--- src/rtl/csr_pkg.sv ---
// Shared definitions for the machine-level CSR unit and its request sequencer.
// Defining CSR_SEQ_IRQ_EN adds the interrupt-probe states to the sequencer state enum.
package csr_pkg;

    localparam int XLEN   = 32;
    localparam int CSR_AW = 12;

    localparam logic [2:0] CSR_OP_EXC  = 3'b000;
    localparam logic [2:0] CSR_OP_MRET = 3'b001;
    localparam logic [2:0] CSR_OP_IDLE = 3'b100;
    localparam logic [2:0] CSR_OP_RW   = 3'b101;
    localparam logic [2:0] CSR_OP_RS   = 3'b110;
    localparam logic [2:0] CSR_OP_RC   = 3'b111;

    localparam logic [11:0] CSR_MSTATUS = 12'h300;
    localparam logic [11:0] CSR_MIE     = 12'h304;
    localparam logic [11:0] CSR_MTVEC   = 12'h305;
    localparam logic [11:0] CSR_MEPC    = 12'h341;
    localparam logic [11:0] CSR_MCAUSE  = 12'h342;
    localparam logic [11:0] CSR_MIP     = 12'h344;

    localparam logic [4:0] CAUSE_ILLEGAL_INSN = 5'd2;
    localparam logic [4:0] CAUSE_M_EXT_IRQ    = 5'h1B;

    localparam int MSTATUS_MIE_BIT = 3;

    typedef enum logic [1:0] {
        REQ_CSR  = 2'b00,
        REQ_MRET = 2'b01,
        REQ_TRAP = 2'b10,
        REQ_RSVD = 2'b11
    } req_kind_e;

    typedef enum logic [2:0] {
        ST_IDLE       = 3'd0,
        ST_ISSUE      = 3'd1,
        ST_WAIT       = 3'd2,
        ST_TRAP_ISSUE = 3'd3,
        ST_TRAP_WAIT  = 3'd4,
`ifdef CSR_SEQ_IRQ_EN
        ST_RESP       = 3'd5,
        ST_IRQ_PROBE  = 3'd6,
        ST_IRQ_WAIT   = 3'd7
`else
        ST_RESP       = 3'd5
`endif
    } seq_state_e;

    // MRET carries its own opcode; CSR accesses map 01/10/11 onto RW/RS/RC.
    function automatic logic [2:0] csr_issue_op(input req_kind_e kind, input logic [1:0] op);
        return (kind == REQ_MRET) ? CSR_OP_MRET : {1'b1, op};
    endfunction

    function automatic logic [CSR_AW-1:0] trap_xval(input logic [4:0] cause);
        return {7'b0, cause};
    endfunction

endpackage

--- src/rtl/csr_sequencer.sv ---
// Converts SYSTEM-class pipeline requests into CSR-unit ops and returns old value or redirect PC.
// Optional CSR_SEQ_IRQ_EN adds an external-interrupt entry path (irq_req/irq_pc/rsp_irq).
//
// state        | meaning
// IDLE         | ready for a request (or interrupt when enabled)
// ISSUE        | CSR access / MRET op on csr_op this cycle
// WAIT         | CSR unit result valid; sample rdata and fault
// TRAP_ISSUE   | exception op on csr_op this cycle
// TRAP_WAIT    | mtvec base valid on csr_rdata; sample it
// RESP         | response held until rsp_ready
// IRQ_PROBE    | RS of mstatus with zero operand (read-only probe)
// IRQ_WAIT     | sample mstatus.MIE to decide whether to take the interrupt
module csr_sequencer
    import csr_pkg::*;
(
    input  logic              clk,
    input  logic              reset,
    input  logic              req_valid,
    output logic              req_ready,
    input  logic [1:0]        req_kind,
    input  logic [1:0]        req_csr_op,
    input  logic [CSR_AW-1:0] req_addr,
    input  logic [XLEN-1:0]   req_wdata,
    input  logic [XLEN-1:0]   req_pc,
    input  logic [4:0]        req_cause,
`ifdef CSR_SEQ_IRQ_EN
    input  logic              irq_req,
    input  logic [XLEN-1:0]   irq_pc,
    output logic              rsp_irq,
`endif
    output logic              rsp_valid,
    input  logic              rsp_ready,
    output logic              rsp_redirect,
    output logic              rsp_trapped,
    output logic [XLEN-1:0]   rsp_data,
    output logic [2:0]        csr_op,
    output logic [CSR_AW-1:0] csr_addr,
    output logic [XLEN-1:0]   csr_wdata,
    input  logic [XLEN-1:0]   csr_rdata,
    input  logic              csr_fault
);

    seq_state_e        state_q, state_d;
    req_kind_e         kind_q, kind_d;
    logic [1:0]        op_q, op_d;
    logic [CSR_AW-1:0] addr_q, addr_d;
    logic [XLEN-1:0]   wdata_q, wdata_d;
    logic [XLEN-1:0]   pc_q, pc_d;
    logic [4:0]        cause_q, cause_d;
    logic              trapped_q, trapped_d;

    logic [2:0]        csr_op_q, csr_op_d;
    logic [CSR_AW-1:0] csr_addr_q, csr_addr_d;
    logic [XLEN-1:0]   csr_wdata_q, csr_wdata_d;
    logic              rsp_valid_q, rsp_valid_d;
    logic              rsp_redirect_q, rsp_redirect_d;
    logic              rsp_trapped_q, rsp_trapped_d;
    logic [XLEN-1:0]   rsp_data_q, rsp_data_d;

`ifdef CSR_SEQ_IRQ_EN
    logic              irq_q, irq_d;
    logic              rsp_irq_q, rsp_irq_d;

    // A pending interrupt wins the IDLE cycle, so the pipeline request must wait.
    assign req_ready = (state_q == ST_IDLE) && !irq_req;
`else
    assign req_ready = (state_q == ST_IDLE);
`endif

    always_comb begin
        state_d        = state_q;
        kind_d         = kind_q;
        op_d           = op_q;
        addr_d         = addr_q;
        wdata_d        = wdata_q;
        pc_d           = pc_q;
        cause_d        = cause_q;
        trapped_d      = trapped_q;
        rsp_valid_d    = rsp_valid_q;
        rsp_redirect_d = rsp_redirect_q;
        rsp_trapped_d  = rsp_trapped_q;
        rsp_data_d     = rsp_data_q;
`ifdef CSR_SEQ_IRQ_EN
        irq_d          = irq_q;
        rsp_irq_d      = rsp_irq_q;
`endif

        case (state_q)
            ST_IDLE: begin
`ifdef CSR_SEQ_IRQ_EN
                if (irq_req) begin
                    pc_d      = irq_pc;
                    cause_d   = CAUSE_M_EXT_IRQ;
                    trapped_d = 1'b0;
                    irq_d     = 1'b1;
                    state_d   = ST_IRQ_PROBE;
                end else
`endif
                if (req_valid) begin
                    kind_d    = req_kind_e'(req_kind);
                    op_d      = req_csr_op;
                    addr_d    = req_addr;
                    wdata_d   = req_wdata;
                    pc_d      = req_pc;
                    cause_d   = req_cause;
                    trapped_d = 1'b0;
`ifdef CSR_SEQ_IRQ_EN
                    irq_d     = 1'b0;
`endif
                    case (req_kind_e'(req_kind))
                        REQ_CSR: begin
                            if (req_csr_op != 2'b00) begin
                                state_d = ST_ISSUE;
                            end else begin
                                cause_d   = CAUSE_ILLEGAL_INSN;
                                trapped_d = 1'b1;
                                state_d   = ST_TRAP_ISSUE;
                            end
                        end
                        REQ_MRET: state_d = ST_ISSUE;
                        default:  state_d = ST_TRAP_ISSUE;
                    endcase
                end
            end
            ST_ISSUE: state_d = ST_WAIT;
            ST_WAIT: begin
                if ((kind_q == REQ_CSR) && csr_fault) begin
                    cause_d   = CAUSE_ILLEGAL_INSN;
                    trapped_d = 1'b1;
                    state_d   = ST_TRAP_ISSUE;
                end else begin
                    rsp_valid_d    = 1'b1;
                    rsp_data_d     = csr_rdata;
                    rsp_redirect_d = (kind_q == REQ_MRET);
                    rsp_trapped_d  = 1'b0;
`ifdef CSR_SEQ_IRQ_EN
                    rsp_irq_d      = 1'b0;
`endif
                    state_d        = ST_RESP;
                end
            end
            ST_TRAP_ISSUE: state_d = ST_TRAP_WAIT;
            ST_TRAP_WAIT: begin
                rsp_valid_d    = 1'b1;
                rsp_data_d     = csr_rdata;
                rsp_redirect_d = 1'b1;
                rsp_trapped_d  = trapped_q;
`ifdef CSR_SEQ_IRQ_EN
                rsp_irq_d      = irq_q;
`endif
                state_d        = ST_RESP;
            end
            ST_RESP: begin
                if (rsp_ready) begin
                    rsp_valid_d = 1'b0;
                    state_d     = ST_IDLE;
                end
            end
`ifdef CSR_SEQ_IRQ_EN
            ST_IRQ_PROBE: state_d = ST_IRQ_WAIT;
            ST_IRQ_WAIT: begin
                if (csr_rdata[MSTATUS_MIE_BIT]) state_d = ST_TRAP_ISSUE;
                else                            state_d = ST_IDLE;
            end
`endif
            default: state_d = ST_IDLE;
        endcase

        // Ops are registered on entry to an issue state so they appear for exactly that cycle.
        csr_op_d    = CSR_OP_IDLE;
        csr_addr_d  = csr_addr_q;
        csr_wdata_d = csr_wdata_q;
        case (state_d)
            ST_ISSUE: begin
                csr_op_d    = csr_issue_op(kind_d, op_d);
                csr_addr_d  = addr_d;
                csr_wdata_d = wdata_d;
            end
            ST_TRAP_ISSUE: begin
                csr_op_d    = CSR_OP_EXC;
                csr_addr_d  = trap_xval(cause_d);
                csr_wdata_d = pc_d;
            end
`ifdef CSR_SEQ_IRQ_EN
            ST_IRQ_PROBE: begin
                csr_op_d    = CSR_OP_RS;
                csr_addr_d  = CSR_MSTATUS;
                csr_wdata_d = '0;
            end
`endif
            default: ;
        endcase
    end

    always_ff @(posedge clk) begin
        if (reset) begin
            state_q        <= ST_IDLE;
            kind_q         <= REQ_CSR;
            op_q           <= '0;
            addr_q         <= '0;
            wdata_q        <= '0;
            pc_q           <= '0;
            cause_q        <= '0;
            trapped_q      <= 1'b0;
            csr_op_q       <= CSR_OP_IDLE;
            csr_addr_q     <= '0;
            csr_wdata_q    <= '0;
            rsp_valid_q    <= 1'b0;
            rsp_redirect_q <= 1'b0;
            rsp_trapped_q  <= 1'b0;
            rsp_data_q     <= '0;
`ifdef CSR_SEQ_IRQ_EN
            irq_q          <= 1'b0;
            rsp_irq_q      <= 1'b0;
`endif
        end else begin
            state_q        <= state_d;
            kind_q         <= kind_d;
            op_q           <= op_d;
            addr_q         <= addr_d;
            wdata_q        <= wdata_d;
            pc_q           <= pc_d;
            cause_q        <= cause_d;
            trapped_q      <= trapped_d;
            csr_op_q       <= csr_op_d;
            csr_addr_q     <= csr_addr_d;
            csr_wdata_q    <= csr_wdata_d;
            rsp_valid_q    <= rsp_valid_d;
            rsp_redirect_q <= rsp_redirect_d;
            rsp_trapped_q  <= rsp_trapped_d;
            rsp_data_q     <= rsp_data_d;
`ifdef CSR_SEQ_IRQ_EN
            irq_q          <= irq_d;
            rsp_irq_q      <= rsp_irq_d;
`endif
        end
    end

    assign csr_op       = csr_op_q;
    assign csr_addr     = csr_addr_q;
    assign csr_wdata    = csr_wdata_q;
    assign rsp_valid    = rsp_valid_q;
    assign rsp_redirect = rsp_redirect_q;
    assign rsp_trapped  = rsp_trapped_q;
    assign rsp_data     = rsp_data_q;
`ifdef CSR_SEQ_IRQ_EN
    assign rsp_irq      = rsp_irq_q;
`endif

endmodule

--- config.mk ---
export PLATFORM = sky130hd
export DESIGN_NAME = csr_sequencer
export DESIGN_NICKNAME = d
export VERILOG_FILES = /design/src/rtl/csr_pkg.sv /design/src/rtl/csr_sequencer.sv
export SDC_FILE = /design/constraint.sdc
export NUM_CORES = 1
export LEC_CHECK = 0
export BUFFER_PORTS_ARGS = -buffer_cell sky130_fd_sc_hd__buf_2
export CORE_MARGIN = 3
export CORE_UTILIZATION = 52
export CTS_CLUSTER_DIAMETER = 50
export DETAILED_ROUTE_END_ITERATION = 8
export PLACE_DENSITY = 0.9
export SYNTH_ARGS = -nofsm -noshare
export SYNTH_HDL_FRONTEND = slang
export SYNTH_SLANG_ARGS = --single-unit
--- constraint.sdc ---
create_clock -name clk -period 3 [get_ports clk]
set_input_delay 0.3 -clock clk [delete_from_list [all_inputs] [get_ports clk]]
set_output_delay 0.3 -clock clk [all_outputs]
set_load 0.02 [all_outputs]
==> flow_summary.ini <==
[sta]
drv_slew = 0
timing.final.ws_setup_ns = 0.482
skew_ns = 0.0119
holdWs_ns = 0.0295
finalHoldViolCount = 0
min_period_ns = 2.52
finalCritPeriodShare_pct = 83.9
setup_viol = 0
relSlewSlack_pct = 39.1
fmax_ghz = 0.397
worst_pin_slew_ns = 0.914
rsz0062_at_grt = false
finalSetupTns_ns = 0

[floorplanning]
start_util_pct = 54.4
die-height_um = 108
ioPinCount = 205
rows = 36
core-area_mm2 = 0.00991
dieArea_mm2 = 0.0116
die_w_um = 108

[clocking]
cts_tree = done
clockBufferDepth = 2
post_cts_buffers = 0
cts_made_buffers = 17
clk_pin_slew_worst_paths_ns = 0.06
cts_root_buf = clkbuf_8
cts_sinks = 126
clk_latency_ns = 0.51
cts-resized-gates = 0
cts_max_level = 4
cts.hold.buffers_added = 0

[logic_synthesis]
synth_ff_type = dfxtp_1
synth_area_leaders = dfxtp_1 (47%), a21oi_1 (7.1%), nand2_1 (5.8%)
yosys_warnings = 0
synth_edf_count = 0
yosys.area.top_type_share_pct = 46.8
synthArstFlopShare_pct = 0
syn_area_mm2 = 0.00539
synth_top_area_cell = dfxtp_1
syn_nets = 750
syn_avg_cell_area_um2 = 8.59
syn-instance-count = 628
ys_seq_area_share_pct = 46.8
ys_types = 49
synth-seq-cells = 126

[drt]
wl_mm = 15.8
via_per_inst = 5.79
wl_per_cell_um = 16.9
drc = 0
vias = 5421
drt-initial-drc-count = 473
dr.pass1.iters = 5
ant_nets = 0

[grt]
grt_pass1_vias = 5098
antenna_found_initial = 0
grt_max_degree = 85
grt-ovfl-total = 0
grt_pass1_wl_mm = 24.6
grt_util_all_layers_pct = 26.6

[worst_hold_path]
hp-class = in -> reg

[placement]
gp_congestion = 0.826
post-place-ws_ns = 0.503
portBuffers = 204
hpwl_mm = 10.5

[power_and_ir_drop]
p_per_area_mw_per_mm2 = 741
power_mw = 5.13
leakage_nw = 2.87
vdd_ir_drop_max_uv = 423

[worst_setup_path]
crit_path_start_kind = flop
crit_type = reg -> reg
cp-end-kind = flop
worstPathArrival_ns = 2.87
cp_max_fo = 21
cp.required_ns = 3.35

[final_layout]
fill_cells = 785
drive_gt1_share_pct = 33.1
syn2layout_area_growth_pct = 28.4
diodes = 0
finalNetCount = 913
final_common_cell = buf_2
final_cell_mix = buf_2 (203), dfxtp_1 (126), nand2_1 (83), a21oi_1 (76), o21ai_0 (59)

[run]
drv_cap = 0

[run_status]
outcome = complete, no violations
critical path, cell delays in order (launching register included):
cell and delay [ns]:
dfxtp_1 0.57, or3b_1 0.58, nand2b_1 0.59, a32oi_1 0.48
o32ai_2 0.14
path summary, 6_finish.rpt:
kind | start | end | slack [ns] | cells after the start
min | req_addr[7] | csr_addr[7] | 0.03 | 3
max | state_q[1] | csr_addr[4] | 0.48 | 4
max reg2reg | state_q[1] | csr_addr[4] | 0.48 | 4
min reg2reg | pc_q[20] | pc_q[20] | 0.46 | 2
stage by stage:
step | area (µm²) | cells | utilization [%]
5_1_grt | 6920 | 937 | 69.8
3_3_place_gp | 6350 | 905 | 64.1
4_1_cts | 6920 | 937 | 69.8
2_1_floorplan | 5390 | 628 | -
6_report | 6920 | 937 | 69.8
3_5_place_dp | 6350 | 905 | 64.1
cells by family (layout without fill, tap and decap cells):
logic type / Yosys count / count (layout) / synth area share [%]
AO/OA/AOI/OAI: 226 / 226 / 27.4
buffers and inverters: 75 / 251 / 6.61
flip-flops: 126 / 126 / 46.8
multiplexers: 8 / 8 / 1.67
AND/OR/NAND/NOR: 193 / 193 / 17.5
cell usage after synthesis, types with 4 or more instances:
library cell and instances:
buf_4 7, o32a_1 25, dfxtp_1 126, mux2_2 8
and4_1 7, nand2_1 83, nand3_1 47, a31oi_1 12
o21ai_0 59, clkbuf_1 45, nor2_1 17, a32oi_1 4
nand2b_1 6, buf_6 4, a21oi_1 76, o211ai_1 8
buf_2 15, o2bb2ai_1 25, nor2b_1 9
layout make-up:
cell class / count / area (µm²) / area share, %
multi-input combinational: 427 / 2530 / 36.6
sequential: 126 / 2520 / 36.4
timing repair buffer: 215 / 1120 / 16.2
clock buffer: 22 / 453 / 6.54
tap: 133 / 166 / 2.40
clock inverter: 10 / 114 / 1.65
inverter: 4 / 15.0 / 0.217
registers in the layout (all words and copies together), names as in the netlist, 2 cells and up:
| register | count |
|---|---|
| state_q | 3 |
| rsp_data | 32 |
| csr_addr | 12 |
| csr_op | 3 |
| cause_q | 5 |
| pc_q | 32 |
| kind_q | 2 |
| csr_wdata | 32 |
metal layers:
layer | GRT usage [%] | share of wire, %
met3 | 5.40 | 7.4
met1 | 32.1 | 39
met2 | 45.2 | 51
met5 | 0 | 0
met4 | 12.8 | 2.7
report_power, final:
| part | total, mW | switching [mW] | internal, mW |
|---|---|---|---|
| logic | 1.22 | 0.789 | 0.435 |
| registers | 1.96 | 0.102 | 1.86 |
| clock network | 1.95 | 0.725 | 1.22 |
| total | 5.13 | 1.62 | 3.52 |
Note: power is estimated with default switching activity, not from simulation.
